===== config.mk =====
export PLATFORM = sky130hd
export DESIGN_NAME = noc_axi_txn_scheduler
export DESIGN_NICKNAME = d
export VERILOG_FILES = /design/src/rtl/noc_axi_txn_scheduler.sv
export SDC_FILE = /design/constraint.sdc
export NUM_CORES = 1
export LEC_CHECK = 0
export BUFFER_PORTS_ARGS = -buffer_cell sky130_fd_sc_hd__buf_2
export CAP_MARGIN = 5
export CELL_PAD_IN_SITES_DETAIL_PLACEMENT = 0
export CELL_PAD_IN_SITES_GLOBAL_PLACEMENT = 1
export CORE_MARGIN = 1
export CORE_UTILIZATION = 36
export CTS_CLUSTER_DIAMETER = 80
export CTS_CLUSTER_SIZE = 28
export DETAILED_ROUTE_END_ITERATION = 12
export PLACE_DENSITY_LB_ADDON = 0.1
export SYNTH_ARGS = -nofsm -noshare
export SYNTH_HDL_FRONTEND = slang
export SYNTH_SLANG_ARGS = --single-unit

===== constraint.sdc =====
create_clock -name clk -period 3.4 [get_ports clk]
set_input_delay 0.17 -clock clk [delete_from_list [all_inputs] [get_ports clk]]
set_output_delay 0.17 -clock clk [all_outputs]
set_load 0.02 [all_outputs]

===== src/rtl/noc_axi_txn_scheduler.sv =====
// Front-end scheduler for the NoC-to-AXI bridge: round-robin AR/AW arbitration, per-beat request split, credit-bounded.
// Optional NOC_AXI_DIR_FENCE_EN: direction changes wait for a drained response path and full credits.
module noc_axi_txn_scheduler #(
    parameter int          AXI_DATA_WIDTH  = 64,
    parameter int          AXI_ADDR_WIDTH  = 64,
    parameter int          MAX_OUTSTANDING = 16,
    parameter logic [1:0]  MSG_TYPE_LOAD   = 2'd1,
    parameter logic [1:0]  MSG_TYPE_STORE  = 2'd2
) (
    input  logic                      clk,
    input  logic                      rst_n,
    input  logic                      ar_valid,
    output logic                      ar_ready,
    input  logic [AXI_ADDR_WIDTH-1:0] ar_addr,
    input  logic [7:0]                ar_len,
    input  logic                      aw_valid,
    output logic                      aw_ready,
    input  logic [AXI_ADDR_WIDTH-1:0] aw_addr,
    input  logic [7:0]                aw_len,
    output logic                      req_valid,
    input  logic                      req_ready,
    output logic                      req_is_store,
    output logic [AXI_ADDR_WIDTH-1:0] req_addr,
    output logic                      transaction_type_wr,
    output logic [5:0]                transaction_type_wr_data,
    input  logic                      beat_done,
    input  logic                      previous_trans_complete,
    output logic                      busy
);

    localparam int                        CW          = $clog2(MAX_OUTSTANDING + 1);
    localparam logic [CW-1:0]             CREDIT_FULL = CW'(MAX_OUTSTANDING);
    localparam logic [AXI_ADDR_WIDTH-1:0] BEAT_BYTES  = AXI_ADDR_WIDTH'(AXI_DATA_WIDTH / 8);
    localparam logic                      WIDE        = (AXI_DATA_WIDTH == 128);

    typedef enum logic [1:0] {
        IDLE,
        RD_ISSUE,
        WR_ISSUE
    } state_t;

    state_t                    state, state_nxt;
    logic [CW-1:0]             credits;
    logic                      rr_last_wr;
    logic [7:0]                beat_cnt;
    logic [7:0]                beat_len;
    logic [AXI_ADDR_WIDTH-1:0] addr_q;
    logic                      store_q;
    logic [5:0]                desc_q;

    logic                      pick_rd, pick_wr, fence_open;
    logic                      grant_rd, grant_wr, grant;
    logic                      issue, last_beat, credit_ret;
    logic [AXI_ADDR_WIDTH-1:0] addr_next;
    logic [AXI_ADDR_WIDTH-1:0] grant_addr;
    logic [7:0]                grant_len;

    function automatic logic [5:0] make_desc(input logic st, input logic a3, input logic last);
        return {st & last, ~st & last, WIDE, WIDE ? 1'b0 : a3,
                st ? MSG_TYPE_STORE : MSG_TYPE_LOAD};
    endfunction

    // rr_last_wr doubles as the direction of the previous burst once one has been granted
`ifdef NOC_AXI_DIR_FENCE_EN
    logic prev_vld;

    always_ff @(posedge clk or negedge rst_n) begin
        if (!rst_n) begin
            prev_vld <= 1'b0;
        end else if (grant) begin
            prev_vld <= 1'b1;
        end
    end

    assign fence_open = !prev_vld || (pick_wr == rr_last_wr) ||
                        (previous_trans_complete && (credits == CREDIT_FULL));
`else
    logic unused_prev_trans_complete;
    assign unused_prev_trans_complete = previous_trans_complete;
    assign fence_open = 1'b1;
`endif

    assign pick_rd    = ar_valid && (!aw_valid || rr_last_wr);
    assign pick_wr    = aw_valid && !pick_rd;
    assign grant_rd   = (state == IDLE) && pick_rd && fence_open;
    assign grant_wr   = (state == IDLE) && pick_wr && fence_open;
    assign grant      = grant_rd || grant_wr;
    assign grant_addr = grant_wr ? aw_addr : ar_addr;
    assign grant_len  = grant_wr ? aw_len : ar_len;
    assign addr_next  = addr_q + BEAT_BYTES;
    assign last_beat  = (beat_cnt == beat_len);
    assign issue      = req_valid && req_ready;
    assign credit_ret = beat_done && (credits != CREDIT_FULL);

    always_ff @(posedge clk or negedge rst_n) begin
        if (!rst_n) begin
            state <= IDLE;
        end else begin
            state <= state_nxt;
        end
    end

    always_comb begin
        state_nxt = state;
        case (state)
            IDLE: begin
                if (grant_rd) begin
                    state_nxt = RD_ISSUE;
                end else if (grant_wr) begin
                    state_nxt = WR_ISSUE;
                end
            end
            RD_ISSUE, WR_ISSUE: begin
                if (issue && last_beat) begin
                    state_nxt = IDLE;
                end
            end
            default: state_nxt = IDLE;
        endcase
    end

    always_comb begin
        ar_ready                 = grant_rd;
        aw_ready                 = grant_wr;
        req_valid                = (state != IDLE) && (credits != '0);
        transaction_type_wr      = (state != IDLE) && (credits != '0) && req_ready;
        req_addr                 = addr_q;
        req_is_store             = store_q;
        transaction_type_wr_data = desc_q;
        busy                     = (state != IDLE) || (credits != CREDIT_FULL);
    end

    // Descriptor is precomputed for the beat being presented so it is stable under backpressure
    always_ff @(posedge clk or negedge rst_n) begin
        if (!rst_n) begin
            addr_q   <= '0;
            store_q  <= 1'b0;
            beat_cnt <= '0;
            beat_len <= '0;
            desc_q   <= '0;
        end else if (grant) begin
            addr_q   <= grant_addr;
            store_q  <= grant_wr;
            beat_cnt <= '0;
            beat_len <= grant_len;
            desc_q   <= make_desc(grant_wr, grant_addr[3], grant_len == 8'd0);
        end else if (issue) begin
            addr_q   <= addr_next;
            beat_cnt <= beat_cnt + 8'd1;
            desc_q   <= make_desc(store_q, addr_next[3], (beat_cnt + 8'd1) == beat_len);
        end
    end

    always_ff @(posedge clk or negedge rst_n) begin
        if (!rst_n) begin
            rr_last_wr <= 1'b1;
        end else if (grant) begin
            rr_last_wr <= grant_wr;
        end
    end

    always_ff @(posedge clk or negedge rst_n) begin
        if (!rst_n) begin
            credits <= CREDIT_FULL;
        end else begin
            case ({issue, credit_ret})
                2'b10:   credits <= credits - CW'(1);
                2'b01:   credits <= credits + CW'(1);
                default: credits <= credits;
            endcase
        end
    end

endmodule


# ---- After elaboration in Yosys (flattened, before gate mapping)
# Cells that the tools add are included.
dict set report word_totals {
  reg_bits 95
  in_bits 151
  out_inout_bits 76
  wordCells 63
}
dict set report op_classes {
  n_addsub 4
  eq_ne 9
  n_mux 15
  bitwise_logic 6
  n_reduce_logical 21
}
# op n
set op_table {}
lappend op_table {{$mux W64} 3}
lappend op_table {{$add A64 B4 Y64 const B} 1}
lappend op_table {{$mux W8} 3}
lappend op_table {{$eq A8 B8 Y1} 2}
lappend op_table {{$mux W6} 2}
lappend op_table {{$mux W2} 5}
lappend op_table {{$pmux W5 S2} 1}
lappend op_table {{$add A8 B1 Y8 const B} 1}
lappend op_table {{$logic_and A1 B1 Y1} 8}
lappend op_table {{$logic_not A8 Y1} 1}
lappend op_table {{$reduce_bool A2 Y1} 3}
lappend op_table {{$add A5 B1 Y5 const B} 1}
lappend op_table {{$ne A5 B5 Y1 const B} 1}
lappend op_table {{$reduce_bool A5 Y1} 1}
lappend op_table {{$sub A5 B1 Y5 const B} 1}
lappend op_table {{$and A1 B1 Y1} 4}
lappend op_table {{$eq A2 B1 Y1 const B} 2}
lappend op_table {{$eq A2 B2 Y1 const B} 2}
lappend op_table {{$pmux W2 S2} 1}
lappend op_table {{$logic_or A1 B1 Y1} 3}
lappend op_table {{$ne A3 B3 Y1 const B} 1}
lappend op_table {{$logic_not A1 Y1} 2}
lappend op_table {{$logic_not A2 Y1} 1}
lappend op_table {{$ne A2 B2 Y1 const B} 1}
lappend op_table {{other kinds (3)} 4}

# ---- Depth between registers and ports, before layout
# Gate-level depths: netlist of run 1.
dict set report logic_depth {
  depth_word 10
  depth_mapped 14
  depth_no_buf 12
}

# ---- Worst setup path before layout of run 1
# Ideal clock, no wire load.
dict set report synth_path {
  path_kind {register -> register}
  from {register credits[1]}
  to {register credits[4]}
  arrival_time_ns 2.633
  path_slack_ns 0.691
  path_stages_with_launch 13
  n_path_buf 2
  period_less_slack_ns 2.709
  cell_sequence {dfrtp_1 > nor4_2 > a21bo_2 > buf_2 > buf_2 > ha_1 > inv_1 > ha_1 > a21o_1 > a21oi_1 > xnor2_1 > nor2_1 > xnor2_1}
}
dict set report synth_between {
  elab_chain_cells 5
  elab_cells_between_ends 11
}
# element line_no
set synth_rtl {}
lappend synth_rtl {{from (decl)} 43} ;# logic [CW-1:0] credits;
lappend synth_rtl {{from (signal assigned)} 167} ;# 2'b10: credits <= credits - CW'(1);
lappend synth_rtl {{from (signal assigned)} 168} ;# 2'b01: credits <= credits + CW'(1);
lappend synth_rtl {{from (signal assigned)} 169} ;# default: credits <= credits;
lappend synth_rtl {{parallel branches: the longest is 5 deep, another holds $add A5 B1 Y5} -}
# Parallel ways; which one is timed is not known.
# A chain may end at the register's enable or synchronous reset.

# ---- Worst setup path in the final report of run 1
dict set report layout_path {
  from {register state[0]}
  to {register addr_q[61] (netlist: req_addr[61])}
}
dict set report layout_between {
  elab_chain_cells 4
  elab_cells_between_ends 10
}
# element line_no
set layout_rtl {}
lappend layout_rtl {{from (decl)} 42} ;# state_t state, state_nxt;
lappend layout_rtl {{from (signal assigned)} 99} ;# state <= state_nxt;
lappend layout_rtl {{$logic_not A2 Y1 / $reduce_bool A2 Y1 (equally long branches)} {85, 86, 125}}
lappend layout_rtl {{$logic_and A1 B1 Y1, on equally long branches} {86, 125, 85}}
lappend layout_rtl {{$mux W64, or another cell as far along} 88} ;# assign grant_addr = grant_wr ? aw_addr : ar_addr;
lappend layout_rtl {{$mux W64 / $reduce_bool A2 Y1 (equally long branches)} -}
lappend layout_rtl {{to (signal assigned)} 142} ;# addr_q <= grant_addr;
lappend layout_rtl {{to (signal assigned)} 148} ;# addr_q <= addr_next;
lappend layout_rtl {{to (decl)} 47} ;# logic [AXI_ADDR_WIDTH-1:0] addr_q;
# Parallel ways exist; a longest one is shown, timed or not.

==> run metrics, run 1 <==
gr ovfl total=0; # DRC=0; area grow syn2layout=26.8%; R2R Setup Slk=between 600 and 700 ps; synth warn=0; dominant cells by area after synthesis=dfrtp_1 37%, a22oi_1 4.7%, nand2_1 3.9%; FP Rows=47; cell area power density=838 mW/mm^2; Routed wire per std cell=between 15 and 20 um; final setup vio count=0; setup_tns=0 ps; kind of end point of the critical path=flip-flop; main flop type after synthesis=dfrtp_1; ys async rst share=1.00; Post-Syn Nets=between 800 and 900; via count=6,363; critical path launch point type=flip-flop; most common cell in the netlist=dfrtp_1; Yosys cell types=70; first-pass GRT wire length=about 33 mm; Post-synth EDFFs=0; register bit total from synthesis=93; CTS buffer count=9; die width=~130 um; largest area contributor in the netlist=dfrtp_1; TritonCTS clock tree=yes; Worst EP required=about 3600 ps; max-slew violation count=0; Post-Route WL=20.7 mm; worst slew pin tran=around 740 ps; core area=0.0165 mm^2; Resize count post-CTS=0; Avg Cell Area, Syn=8.82 um^2; worst skew pair latency=~350 ps; post-place setup slack=~660 ps; H-tree depth=3; highest clock rate=~370 MHz; Static Leak=3.59 nW; Die Footprint=roughly 0.017 mm^2; Reg area=around 0.0023 mm^2; Detailed Route Iter0 Violations=472; Data arrival, critical path=2940 ps; final hold violations=0; worst-path fanout max=24; antenna diode count=0; Tot GR Track Use=0.242; NumNets Final=1,052; Sink Count=a little over 90; Period minus WS final=2730 ps; Post-Syn Instances=between 600 and 700; io pins=approximately 230; # Post-CTS Setup Buffers=0; chip height=approximately 130 um; vias per cell=around 5.7; Min-Delay Path Class=input pin to flip-flop; most common library cells after synthesis=91 x dfrtp_1, 64 x nand2_1, 44 x nand3_1, 42 x a21oi_1, 38 x a22oi_1; Multi-input gate area=roughly 0.0035 mm^2; Initial DRT Pass Iterations=4; Reg clk slew, reported paths=roughly 60 ps; Post-Syn Area=0.00609 mm^2; MaxCap Viol Count=0; vias in the first global route=6,157; Max-slew headroom=0.506; clk buf depth=2; Final GP Congestion=~0.83; Worst Clk Skew=about 8.0 ps; maximum VDD drop=roughly 0.00028 V; share of layout cells above drive strength 1=0.309; Synth top area share=0.374; Initial Util=0.368; unrepaired setup endpoints after global routing=no; Root Driver=clkbuf_16; outcome=complete, no violations; initial antenna violation count=0; largest net degree at the start of global routing=70; register area share after synthesis=0.383; port bufs=approximately 220; final worst slack=~670 ps; dpl hpwl=about 15 mm; Crit Path Category=flip-flop to flip-flop; period utilization=0.802; Fill cells=~1,600; post-route ant nets=0
-- timing repair --
action                                 4_1_cts  5_1_grt
setup endpoints to repair                    0        0
hold buffers                                 1        0
endpoints found under the hold margin       42        0
-- registers in the layout (all words and copies together), names as in the netlist --
| register | flops |
|---|---|
| state | 2 |
| beat_len | 8 |
| req_is_store | 1 |
| req_addr | 64 |
| rr_last_wr | 1 |
| credits | 5 |
| beat_cnt | 8 |
| transaction_type_wr_data | 4 |
-- worst max-delay path: stages (launching register included) --
cell      delay, ps
dfrtp_1         350
inv_1            50
ha_1            300
nor2b_1         130
a21bo_2         240
buf_4           240
nor4_4          640
nand3_2         260
o211ai_1        250
o311ai_1        130
-- final timing paths --
| kind | startpoint | cells past startpoint | end |
|---|---|---|---|
| setup / recovery | state[0] | 9 | req_addr[61] |
| hold / removal | aw_addr[0] | 3 | req_addr[0] |
| setup reg to reg | state[0] | 9 | req_addr[61] |
| hold reg to reg | transaction_type_wr_data[0] | 2 | transaction_type_wr_data[0] |
| max in group asynchronous | rst_n | 3 | req_addr[0] |
| min in group asynchronous | rst_n | 2 | req_addr[54] |
-- where the power goes --
part | internal, mW | switching, mW
combinational | 1.27 | 2.01
clock | 0.623 | 0.431
sequential | 1.57 | 0.567
total | 3.46 | 3.01
-- routing by layer --
layer / vias up / global-route usage / wire length, um
met5: - / 0 / 0
met4: 0 / 0.0743 / 248
met3: 18 / 0.0361 / 1240
met2: 254 / 0.389 / 9520
met1: 3054 / 0.334 / 9670
li1: 3037 / - / -
-- cell type report --
| cell class | instances | share of cell area |
|---|---|---|
| inverters | 22 | 0.0107 |
| repair buffers | 237 | 0.160 |
| multi-input cells | 529 | 0.453 |
| clock inverters | 1 | 0.00389 |
| well taps | 220 | 0.0357 |
| clock buffers | 13 | 0.0350 |
| flip-flops and latches | 93 | 0.302 |
-- per-stage QoR --
step	std cells	hold WS (ps)	power (mW)	cell area, um^2	utilization
after floorplan	690	-126	4.25	6090	-
after global placement	1100	231	5.33	7410	0.448
after detailed placement	1100	225	5.44	7410	0.448
after CTS	1115	32.3	6.51	7720	0.467
after global routing	1115	47.8	6.96	7720	0.467
final	1115	46.2	6.47	7720	0.467
-- placed cells by master (no fill, tap or decap), types with 4 or more instances in the layout --
cell / Yosys / final
o211ai_1: 11 / 11
and3_1: 25 / 25
a221o_1: 7 / 7
xnor2_1: 19 / 19
clkbuf_16: 0 / 9
xor2_1: 10 / 10
a222oi_1: 6 / 6
nor4_1: 9 / 9
nand4_1: 13 / 13
buf_4: 4 / 12
o21ai_0: 37 / 36
a22oi_1: 38 / 38
o21ai_1: 5 / 5
nor2_1: 37 / 36
a22o_1: 15 / 15
a21oi_1: 42 / 42
o21a_1: 4 / 4
a41oi_1: 4 / 4
inv_1: 20 / 20
buf_2: 9 / 223
mux2i_1: 13 / 13
nor3_1: 8 / 8
o31ai_1: 5 / 5
ha_1: 8 / 8
o311ai_1: 9 / 9
nand3_1: 44 / 44
a31oi_1: 12 / 12
and2_1: 5 / 4
nand2_1: 64 / 64
dfrtp_1: 91 / 91
o22a_1: 10 / 10
and4_1: 4 / 4
a2bb2oi_1: 6 / 6
-- cells by family (layout without fill, tap and decap cells) --
kind of cell             count (synthesis)  count (layout)  share of synthesized area
AO/OA/AOI/OAI                          233             233                      0.269
XOR/XNOR                                29              29                     0.0417
adder cells (fa/ha/maj)                  9               9                     0.0197
buffers and inverters                   68             273                     0.0462
flip-flops                              93              93                      0.383
multiplexers                            13              13                     0.0214
other                                    1               1                   0.000616
AND/OR/NAND/NOR                        244             244                      0.219
Power figures use the tool's default switching activity.
==> run 2, diff against run 1 <==
--- a/config.mk
+++ b/config.mk
@@ -5,12 +5,13 @@
 export SDC_FILE = /design/constraint.sdc
 export NUM_CORES = 1
 export LEC_CHECK = 0
+export ABC_AREA = 1
 export BUFFER_PORTS_ARGS = -buffer_cell sky130_fd_sc_hd__buf_2
 export CAP_MARGIN = 5
 export CELL_PAD_IN_SITES_DETAIL_PLACEMENT = 0
 export CELL_PAD_IN_SITES_GLOBAL_PLACEMENT = 1
 export CORE_MARGIN = 1
-export CORE_UTILIZATION = 36
+export CORE_UTILIZATION = 32
 export CTS_CLUSTER_DIAMETER = 80
 export CTS_CLUSTER_SIZE = 28
 export DETAILED_ROUTE_END_ITERATION = 12
==> constraint.sdc (replaced) <==
create_clock -name clk -period 2.29 [get_ports clk]
set_input_delay 0.1145 -clock clk [delete_from_list [all_inputs] [get_ports clk]]
set_output_delay 0.1145 -clock clk [all_outputs]
set_load 0.02 [all_outputs]
==> run metrics, run 2 <==
outcome=complete, no violations; Finished Cell Area=0.00930 mm^2 (+20%); io pins=227 (unchanged); clk buf depth=2 (unchanged); critical path launch point type=flip-flop; Reg area=0.00233 mm^2 (unchanged); post-route insts no fill=1,679 (+51%); cell area power density=1230 mW/mm^2 (+47%); Worst Clk Skew=10.7 ps (+2.74 ps); Period minus WS final=~2100 ps; Die Footprint=0.0237 mm^2 (+36%); dpl hpwl=21.6 mm (+43%); most common library cells after synthesis=394 x nand2_1, 205 x nor2_1, 94 x inv_1, 91 x dfrtp_1, 59 x nand3_1; placed insts=1,652 (+50%); # DRC=0 (unchanged); Post-Route WL=27.6 mm (+33%); chip height=154 um (+17%); Tot GR Track Use=0.239 (-0.00283); share of layout cells above drive strength 1=0.227 (-0.0828); Fill cells=2,515 (+53%); Detailed Route Iter0 Violations=475 (+0.64%); Post-Syn Instances=1,160 (+68%); final setup vio count=0 (unchanged); Worst EP required=2180 ps (-1430 ps); Initial DRT Pass Iterations=5 (+1); FP Rows=55 (+17%); Tot Pwr=11.4 mW (+77%); Routed wire per std cell=16.4 um (-11%); worst-path fanout max=36 (+50%); largest area contributor in the netlist=dfrtp_1; final worst slack=152 ps (-522 ps); Largest register FFs=64 (unchanged); first-pass GRT wire length=43.6 mm (+31%); core area=0.0226 mm^2 (+37%); most common cell in the netlist=nand2_1; port bufs=224 (unchanged); antenna diode count=0 (unchanged); Static Leak=4.60 nW (+28%); Util after Layout=0.411 (-0.0567); most frequent cells in the layout=394 x nand2_1, 223 x buf_2, 204 x nor2_1; area post-placement=0.00891 mm^2 (+20%); gr ovfl total=0 (unchanged); hold_ws=13.3 ps (-32.9 ps); maximum VDD drop=0.000586 V (+110%); Avg Cell Area, Syn=6.36 um^2 (-28%); Min-Delay Path Class=input pin to flip-flop; max-slew violation count=0 (unchanged); slowest stage delay, CP=380 ps (-260 ps); crit path max-delay cell type=dfrtp_1; setup_tns=0 ps (unchanged); final hold violations=0 (unchanged); via count=8,160 (+28%); worst skew pair latency=360 ps (about the same); Final GP Congestion=0.910 (+9.9%); period utilization=0.934; highest clock rate=468 MHz; post-place setup slack=158 ps (-505 ps); most frequent CP cell=buf_4; Root Driver=clkbuf_16; main flop type after synthesis=dfrtp_1; largest net degree at the start of global routing=52 (-26%); TritonCTS clock tree=yes; area grow syn2layout=26.0%; Post-Syn Area=0.00738 mm^2 (+21%); vias in the first global route=7,651 (+24%); register bit total from synthesis=93 (unchanged); Multi-input gate area=0.00445 mm^2 (+27%); Initial Util=0.326 (-0.0426); Synth top area share=0.309 (-0.0654); ys async rst share=1.00 (unchanged); H-tree depth=3 (unchanged); commonest non-fill, non-tap cell in the layout=nand2_1; unrepaired setup endpoints after global routing=no; Post-synth EDFFs=0 (unchanged); die width=154 um (+17%); CTS buffer count=9 (unchanged); Data arrival, critical path=2020 ps (-920 ps); dominant cells by area after synthesis=dfrtp_1 31%, nand2_1 20%, nor2_1 10%; post-route ant nets=0 (unchanged); R2R Setup Slk=180 ps (-490 ps); register area share after synthesis=0.316 (-0.0669); initial antenna violation count=0 (unchanged); CP Cell Sequence=inv_1 > ha_1 > buf_4 > nand3_1 > inv_2 > buf_12 > buf_4 > buf_2; synth warn=0 (unchanged); NumNets Final=1,549 (+47%); Sink Count=93 (unchanged); MaxCap Viol Count=0 (unchanged); Post-Syn Nets=1,320 (+55%); Crit Path Category=flip-flop to output pin; kind of end point of the critical path=output pin; vias per cell=4.86 (-15%); Reg clk slew, reported paths=80 ps (+20 ps); Yosys cell types=46 (-34%)
## run 2: critical path: cells and delay by family (launching register included)
kind / cells / cell delay (ps)
DFF: 1 / 380
and+or+nand+nor: 1 / 180
buffers and inverters: 6 / 900
adders and majority gates: 1 / 190
## run 2: metal layers
metal	routed length, um	GRT usage
met1	14200	0.359
met3	1410	0.0271
met2	11600	0.360
met4	336	0.0590
met5	0	0
## run 2: worst paths after layout
path / depth (start not counted) / startpoint / end
max: 8 / state[0] / ar_ready
min: 3 / aw_addr[5] / req_addr[5]
max reg2reg: 12 / credits[2] / credits[4]
min reg2reg: 2 / state[0] / state[0]
max in group asynchronous: 3 / rst_n / req_addr[59]
min in group asynchronous: 2 / rst_n / beat_len[6]
## run 2: layout make-up
type	count	share of cell area
flip-flops and latches	93	0.251
repair buffers	258	0.162
well taps	285	0.0384
clock inverters	6	0.00431
inverters	103	0.0416
multi-input cells	924	0.479
clock buffers	10	0.0246
## run 2: report_power, final
group | switching, mW | internal, mW | total (mW) | leakage (nW)
logic | 4.18 | 2.35 | 6.52 | 3.33
clock network | 0.725 | 0.739 | 1.46 | 0.133
registers | 1.05 | 2.38 | 3.44 | 1.13
total | 5.95 | 5.47 | 11.4 | 4.60
## run 2: cell families (layout without fill, tap and decap cells)
kind of cell | Yosys count | count (layout) | share of synthesized area
other | 1 | 1 | 0.000508
AND/OR/NAND/NOR | 733 | 733 | 0.422
XOR/XNOR | 20 | 20 | 0.0237
buffers and inverters | 143 | 377 | 0.0823
flip-flops | 93 | 93 | 0.316
AO/OA/AOI/OAI | 161 | 161 | 0.139
adder cells (fa/ha/maj) | 9 | 9 | 0.0163
## run 2: what timing repair did
action	in CTS	in global routing
endpoints found under the setup margin	1	3
cloned	0	0
pin swaps	0	1
buffers inserted	0	2
hold buffers	9	0
resized for setup	1	4
endpoints found under the hold margin	32	0
